`src/rtl/mdio_phy_responder.sv`:
```
// Clause-22 MDIO responder (PHY side).
// MDC and MDIO are oversampled on clk. Frames addressed to PHY_ADDR are decoded and served
// from a 32x16 register file. Reg 2/3 return PHY_ID1/PHY_ID2. Reg 0 bit 15 is a
// self-clearing soft reset.
// Optional build macro MDIO_PRE_SUPPRESS_EN: after a completed frame, the next frame may
// start without a preamble.
module mdio_phy_responder #(
  parameter logic [4:0]  PHY_ADDR     = 5'b10000,
  parameter int unsigned PRE_LEN      = 32,
  parameter logic [15:0] PHY_ID1      = 16'h0141,
  parameter logic [15:0] PHY_ID2      = 16'h0CC2,
  parameter logic [15:0] REG0_DEFAULT = 16'h1140
) (
  input  logic        clk,
  input  logic        rst_n,
  input  logic        mdc,
  input  logic        mdio_i,
  output logic        mdio_o,
  output logic        mdio_oe,
  output logic        wr_stb,
  output logic [4:0]  wr_addr,
  output logic [15:0] wr_data,
  output logic        frame_err
);

  localparam int unsigned CntW = $clog2(PRE_LEN + 1);
  localparam logic [CntW-1:0] PreMax = CntW'(PRE_LEN);

`ifdef MDIO_PRE_SUPPRESS_EN
  // A completed frame counts as a full preamble for the next one.
  localparam logic [CntW-1:0] PreAfterFrame = PreMax;
`else
  localparam logic [CntW-1:0] PreAfterFrame = '0;
`endif

  // Bit 15 of reg 0 is never stored, so it always reads back 0.
  localparam logic [15:0] Reg0Rst = {1'b0, REG0_DEFAULT[14:0]};

  localparam logic [2:0] StPre  = 3'd0;
  localparam logic [2:0] StSt   = 3'd1;
  localparam logic [2:0] StOp   = 3'd2;
  localparam logic [2:0] StPhy  = 3'd3;
  localparam logic [2:0] StReg  = 3'd4;
  localparam logic [2:0] StTa   = 3'd5;
  localparam logic [2:0] StData = 3'd6;

  logic mdc_meta_q, mdc_sync_q, mdc_prev_q;
  logic mdio_meta_q, mdio_sync_q;
  logic rise;
  logic bit_in;

  logic [2:0]      state_q, state_d;
  logic [CntW-1:0] pre_cnt_q, pre_cnt_d;
  logic [3:0]      bit_cnt_q, bit_cnt_d;
  logic            is_read_q, is_read_d;
  logic            first_bit_q, first_bit_d;
  logic [4:0]      phyad_q, phyad_d;
  logic [4:0]      regad_q, regad_d;
  logic [15:0]     shift_q, shift_d;
  logic            mdio_o_q, mdio_o_d;
  logic            mdio_oe_q, mdio_oe_d;
  logic            wr_stb_q, wr_stb_d;
  logic [4:0]      wr_addr_q, wr_addr_d;
  logic [15:0]     wr_data_q, wr_data_d;
  logic            frame_err_q, frame_err_d;

  logic            commit;
  logic            soft_rst;
  logic [15:0]     rd_data;
  logic [15:0]     regs_q [32];

  // Two-flop synchronizers, plus one extra MDC stage for rising-edge detection.
  always_ff @(posedge clk or negedge rst_n) begin
    if (!rst_n) begin
      mdc_meta_q  <= 1'b0;
      mdc_sync_q  <= 1'b0;
      mdc_prev_q  <= 1'b0;
      mdio_meta_q <= 1'b1;
      mdio_sync_q <= 1'b1;
    end else begin
      mdc_meta_q  <= mdc;
      mdc_sync_q  <= mdc_meta_q;
      mdc_prev_q  <= mdc_sync_q;
      mdio_meta_q <= mdio_i;
      mdio_sync_q <= mdio_meta_q;
    end
  end

  assign rise   = mdc_sync_q & ~mdc_prev_q;
  assign bit_in = mdio_sync_q;

  // Read mux for the addressed register.
  always_comb begin
    rd_data = regs_q[regad_q];
    if (regad_q == 5'd2) begin
      rd_data = PHY_ID1;
    end else if (regad_q == 5'd3) begin
      rd_data = PHY_ID2;
    end
  end

  // Frame decoder: advances one bit per detected MDC rise.
  always_comb begin
    state_d     = state_q;
    pre_cnt_d   = pre_cnt_q;
    bit_cnt_d   = bit_cnt_q;
    is_read_d   = is_read_q;
    first_bit_d = first_bit_q;
    phyad_d     = phyad_q;
    regad_d     = regad_q;
    shift_d     = shift_q;
    mdio_o_d    = mdio_o_q;
    mdio_oe_d   = mdio_oe_q;
    wr_stb_d    = 1'b0;
    wr_addr_d   = wr_addr_q;
    wr_data_d   = wr_data_q;
    frame_err_d = 1'b0;
    commit      = 1'b0;

    if (rise) begin
      case (state_q)
        StPre: begin
          if (bit_in) begin
            if (pre_cnt_q != PreMax) begin
              pre_cnt_d = pre_cnt_q + 1'b1;
            end
          end else begin
            // This 0 is ST bit 0 only after a full preamble.
            if (pre_cnt_q == PreMax) begin
              state_d = StSt;
            end
            pre_cnt_d = '0;
          end
        end

        StSt: begin
          if (bit_in) begin
            state_d   = StOp;
            bit_cnt_d = '0;
          end else begin
            frame_err_d = 1'b1;
            state_d     = StPre;
          end
        end

        StOp: begin
          if (bit_cnt_q == 4'd0) begin
            first_bit_d = bit_in;
            bit_cnt_d   = 4'd1;
          end else begin
            bit_cnt_d = '0;
            if (first_bit_q && !bit_in) begin
              is_read_d = 1'b1;
              state_d   = StPhy;
            end else if (!first_bit_q && bit_in) begin
              is_read_d = 1'b0;
              state_d   = StPhy;
            end else begin
              state_d = StPre;
            end
          end
        end

        StPhy: begin
          phyad_d = {phyad_q[3:0], bit_in};
          if (bit_cnt_q == 4'd4) begin
            bit_cnt_d = '0;
            state_d   = StReg;
          end else begin
            bit_cnt_d = bit_cnt_q + 1'b1;
          end
        end

        StReg: begin
          regad_d = {regad_q[3:0], bit_in};
          if (bit_cnt_q == 4'd4) begin
            bit_cnt_d = '0;
            // Frames for other PHYs are dropped silently; the line stays released.
            state_d   = (phyad_q == PHY_ADDR) ? StTa : StPre;
          end else begin
            bit_cnt_d = bit_cnt_q + 1'b1;
          end
        end

        StTa: begin
          if (is_read_q) begin
            if (bit_cnt_q == 4'd0) begin
              // Drive the TA zero for slot 2.
              mdio_o_d  = 1'b0;
              mdio_oe_d = 1'b1;
              bit_cnt_d = 4'd1;
            end else begin
              mdio_o_d  = rd_data[15];
              shift_d   = {rd_data[14:0], 1'b0};
              bit_cnt_d = '0;
              state_d   = StData;
            end
          end else begin
            if (bit_cnt_q == 4'd0) begin
              first_bit_d = bit_in;
              bit_cnt_d   = 4'd1;
            end else begin
              bit_cnt_d = '0;
              if (first_bit_q && !bit_in) begin
                state_d = StData;
              end else begin
                frame_err_d = 1'b1;
                state_d     = StPre;
              end
            end
          end
        end

        StData: begin
          if (is_read_q) begin
            if (bit_cnt_q == 4'd15) begin
              mdio_o_d  = 1'b1;
              mdio_oe_d = 1'b0;
              bit_cnt_d = '0;
              pre_cnt_d = PreAfterFrame;
              state_d   = StPre;
            end else begin
              mdio_o_d  = shift_q[15];
              shift_d   = {shift_q[14:0], 1'b0};
              bit_cnt_d = bit_cnt_q + 1'b1;
            end
          end else begin
            shift_d = {shift_q[14:0], bit_in};
            if (bit_cnt_q == 4'd15) begin
              commit    = 1'b1;
              wr_stb_d  = 1'b1;
              wr_addr_d = regad_q;
              wr_data_d = {shift_q[14:0], bit_in};
              bit_cnt_d = '0;
              pre_cnt_d = PreAfterFrame;
              state_d   = StPre;
            end else begin
              bit_cnt_d = bit_cnt_q + 1'b1;
            end
          end
        end

        default: begin
          state_d   = StPre;
          pre_cnt_d = '0;
          mdio_o_d  = 1'b1;
          mdio_oe_d = 1'b0;
        end
      endcase
    end
  end

  // Decoder state and registered pad/strobe outputs.
  always_ff @(posedge clk or negedge rst_n) begin
    if (!rst_n) begin
      state_q     <= StPre;
      pre_cnt_q   <= '0;
      bit_cnt_q   <= '0;
      is_read_q   <= 1'b0;
      first_bit_q <= 1'b0;
      phyad_q     <= '0;
      regad_q     <= '0;
      shift_q     <= '0;
      mdio_o_q    <= 1'b1;
      mdio_oe_q   <= 1'b0;
      wr_stb_q    <= 1'b0;
      wr_addr_q   <= '0;
      wr_data_q   <= '0;
      frame_err_q <= 1'b0;
    end else begin
      state_q     <= state_d;
      pre_cnt_q   <= pre_cnt_d;
      bit_cnt_q   <= bit_cnt_d;
      is_read_q   <= is_read_d;
      first_bit_q <= first_bit_d;
      phyad_q     <= phyad_d;
      regad_q     <= regad_d;
      shift_q     <= shift_d;
      mdio_o_q    <= mdio_o_d;
      mdio_oe_q   <= mdio_oe_d;
      wr_stb_q    <= wr_stb_d;
      wr_addr_q   <= wr_addr_d;
      wr_data_q   <= wr_data_d;
      frame_err_q <= frame_err_d;
    end
  end

  assign soft_rst = commit && (wr_addr_d == 5'd0) && wr_data_d[15];

  // Register file; soft reset restores every register in the commit cycle.
  always_ff @(posedge clk or negedge rst_n) begin
    if (!rst_n) begin
      for (int i = 0; i < 32; i++) begin
        regs_q[i] <= (i == 0) ? Reg0Rst : 16'h0000;
      end
    end else if (soft_rst) begin
      for (int i = 0; i < 32; i++) begin
        regs_q[i] <= (i == 0) ? Reg0Rst : 16'h0000;
      end
    end else if (commit) begin
      if (wr_addr_d == 5'd0) begin
        regs_q[0] <= {1'b0, wr_data_d[14:0]};
      end else if (wr_addr_d != 5'd2 && wr_addr_d != 5'd3) begin
        regs_q[wr_addr_d] <= wr_data_d;
      end
    end
  end

  assign mdio_o    = mdio_o_q;
  assign mdio_oe   = mdio_oe_q;
  assign wr_stb    = wr_stb_q;
  assign wr_addr   = wr_addr_q;
  assign wr_data   = wr_data_q;
  assign frame_err = frame_err_q;

endmodule

```
`config.mk`:
```
export PLATFORM = sky130hd
export DESIGN_NAME = mdio_phy_responder
export DESIGN_NICKNAME = d
export VERILOG_FILES = /design/src/rtl/mdio_phy_responder.sv
export SDC_FILE = /design/constraint.sdc
export NUM_CORES = 1
export LEC_CHECK = 0
export BUFFER_PORTS_ARGS = -buffer_cell sky130_fd_sc_hd__buf_4
export CAP_MARGIN = 5
export CELL_PAD_IN_SITES_DETAIL_PLACEMENT = 1
export CELL_PAD_IN_SITES_GLOBAL_PLACEMENT = 2
export CORE_MARGIN = 1.5
export CORE_UTILIZATION = 30
export DETAILED_ROUTE_END_ITERATION = 12
export PLACE_DENSITY_LB_ADDON = 0.05
export SETUP_SLACK_MARGIN = 0.05
export SYNTH_ARGS = -nofsm -noshare
export SYNTH_HDL_FRONTEND = slang
export SYNTH_SLANG_ARGS = --single-unit
```
`constraint.sdc`:
```
create_clock -name clk -period 4.3 [get_ports clk]
set_clock_uncertainty 0.1 [all_clocks]
set_input_delay 0.86 -clock clk [delete_from_list [all_inputs] [get_ports clk]]
set_output_delay 0.86 -clock clk [all_outputs]
set_load 0.005 [all_outputs]
```
==> metrics <==
Worst Path Max Fanout=34; max_cap viols=0; WL final=roughly 110 mm; GPL Wtd Cong=around 0.8; Synth Register Bits=about 580; post-synth top area cell=dfrtp_1; synth warn=0; largest net degree at the start of global routing=109; Pins Over Slew Limit=0; Mean Syn Cell Area=11.6 um2; GRT Total Usage=0.239; Die W=around 300 um; Simple-Gate Fraction of Synth Area=0.125; syn nets=approximately 2400; Fmax achieved=roughly 300 MHz; WP data required=about 4.8 ns; xor and xnor area share after synthesis=0; P_leak=about 14 nW; fraction of layout cells with a size suffix above 1=0.195; Gate Count Post-Synth=around 2300; Final min period=about 3.3 ns; final worst setup slack=about 0.98 ns; final std cells w/o fill=around 3600; synth unique cells=77; Core Rows=110; PortBufs=28; largest family of logic cells by synthesized area=multiplexers; worst vdd ir=approximately 0.26 mV; clk slew on worst S/H paths=around 0.06 ns; Slew @ Worst Pin=~1.1 ns; worst slack, placed=approximately 0.95 ns; setup violators final=0; final hold vios=0; most frequent cells in the layout=569 x dfrtp_1, 258 x nor2_1, 151 x a21oi_1, 147 x nor3_1, 137 x o2bb2ai_1; first-pass GRT wire length=159 mm; IO Count=29; Core Area=approximately 0.090 mm2; Area Overhead vs Synth=15.8%; status=complete, no violations; HPWL after detailed placement=slightly above 70 mm; setup bufs post-CTS=0; antenna diode count=0; slew margin rel.=0.282; initial DRC count=around 1400; Tcrit/Tclk final=0.772; most common flop cell mapped by yosys=dfrtp_1; most common cell after layout, fill and taps aside=dfrtp_1; placed cells=around 3400; kind of critical path=flip-flop to flip-flop; CP endpoint kind=flip-flop; Synth top area share=0.529; TritonCTS Sinks=slightly below 600; number of synthesized flops with an enable pin=0; CTS tree=done; Adder-Cell Fraction of Synth Area=0.00268; setup tns final=0 ns; Final Net Count=between 2000 and 2500; RR Startpoint=regad_q[1]; die extent in y=about 300 um; Longest Clk Path Bufs=3; final core occ=0.350; remaining global-route overflow=0; post-synthesis mux area share=0.158; vias per inst=between 5 and 6; initial antenna violation count=4; Worst Setup SP=regad_q[1]; most area-consuming cells after synthesis=dfrtp_1 53%, mux4_2 11%, o2bb2ai_1 4.4%; Synth Area in Compound Gates=0.137; vias in the first global route=roughly 21000; pwr dens=384 mW/mm2; CP startpoint kind=flip-flop; register area share after synthesis=0.535; clock root buffer=clkbuf_16; RSZ-0062 raised after global routing=no; CTS resizes=0; total iterations of the first detailed-routing run=5; Initial Util=0.302; average wire per standard cell=30.2 um; Post-route DRC=0; hold_buf cts=0; Overall Power=12.1 mW; Syn Std Cell Area=~0.027 mm2; Vias=between 20000 and 25000; H-tree depth=3; die area=roughly 0.092 mm2; path type of the worst min-delay path=input pin to asynchronous set/reset pin; Skew-Pair Late Insertion Delay=approximately 0.63 ns; Async SR Flop Fraction=1.00; Num CTS Buffers=75; critical path arrival=3.79 ns; DRT antenna net count=0
path summary, 6_finish.rpt:
path	cells past startpoint	end	slack, ns
min in group clk	1	mdc_meta_q	0.23
worst min-delay path	1	regs_q[347]	0.08
worst min register to register	0	bit_in	0.26
worst max-delay path	6	regs_q[142]	0.98
max in group asynchronous	2	regad_q[0]	2.90
worst max register to register	6	regs_q[142]	0.98
cell usage after synthesis, types with 15 or more instances:
master       n
clkbuf_1   100
a22o_1      44
buf_4       20
nor3_1     148
mux4_2     130
mux2i_1    115
buf_2       84
mux2_2      17
o2bb2ai_1  137
nand3_1     91
a21oi_2     15
a211oi_1    28
nor2_1     263
o31ai_1     15
nand2_1    115
dfrtp_1    573
o21ai_0     90
and2_1      37
a21oi_1    151
critical path, cell delays in order (launching register included):
cell and delay [ns]:
dfrtp_4 0.88, nor2_1 0.17, and4_1 0.26, and3_1 0.51, buf_4 0.36, nor2_2 0.68, a22o_1 0.24
stage by stage:
| step | hold WS, ns | cell area (um2) |
|---|---|---|
| after floorplan | 0.231 | 27100 |
| after global placement | 0.250 | 28900 |
| after detailed placement | 0.250 | 28900 |
| after CTS | 0.0795 | 31400 |
| after global routing | 0.0941 | 31400 |
| final | 0.0823 | 31400 |
cell families after synthesis:
group,Yosys count
AO/OA/AOI/OAI,536
flip-flops,579
AND/OR/NAND/NOR,717
adder cells (fa/ha/maj),6
buffers and inverters,244
multiplexers,263
layer usage:
| layer | wire [um] | track usage | vias to the layer above |
|---|---|---|---|
| met3 | 3550 | 0.0313 | 116 |
| met4 | 1890 | 0.0479 | 0 |
| met5 | 0 | 0 | - |
| met2 | 50700 | 0.383 | 381 |
| li1 | - | - | 8646 |
| met1 | 51700 | 0.346 | 10900 |
sequential cells by signal, summed over array words and instances (netlist names):
signal       cells
state_q          3
regad_q          5
mdc_meta_q       1
bit_in           1
first_bit_q      1
wr_stb           1
regs_q         508
pre_cnt_q        6
shift_q         16
mdio_o           1
is_read_q        1
bit_cnt_q        4
phyad_q          5
mdc_sync_q       1
mdc_prev_q       1
wr_data         16
mdio_meta_q      1
frame_err        1
wr_addr          5
mdio_oe          1
area by class of cell:
class	count	area [um2]
clock buffer	125	2340
clock inverter	11	171
fill	9606	58400
inverter	26	97.6
multi-input combinational	1522	11600
sequential	579	14500
tap	1176	1470
timing repair buffer	132	1200
report_power, final:
group          switching (mW)  internal, mW
clock                    2.54          3.89
combinational           0.136        0.0230
sequential            0.00655          5.46
Note: power is estimated with default switching activity, not from simulation.
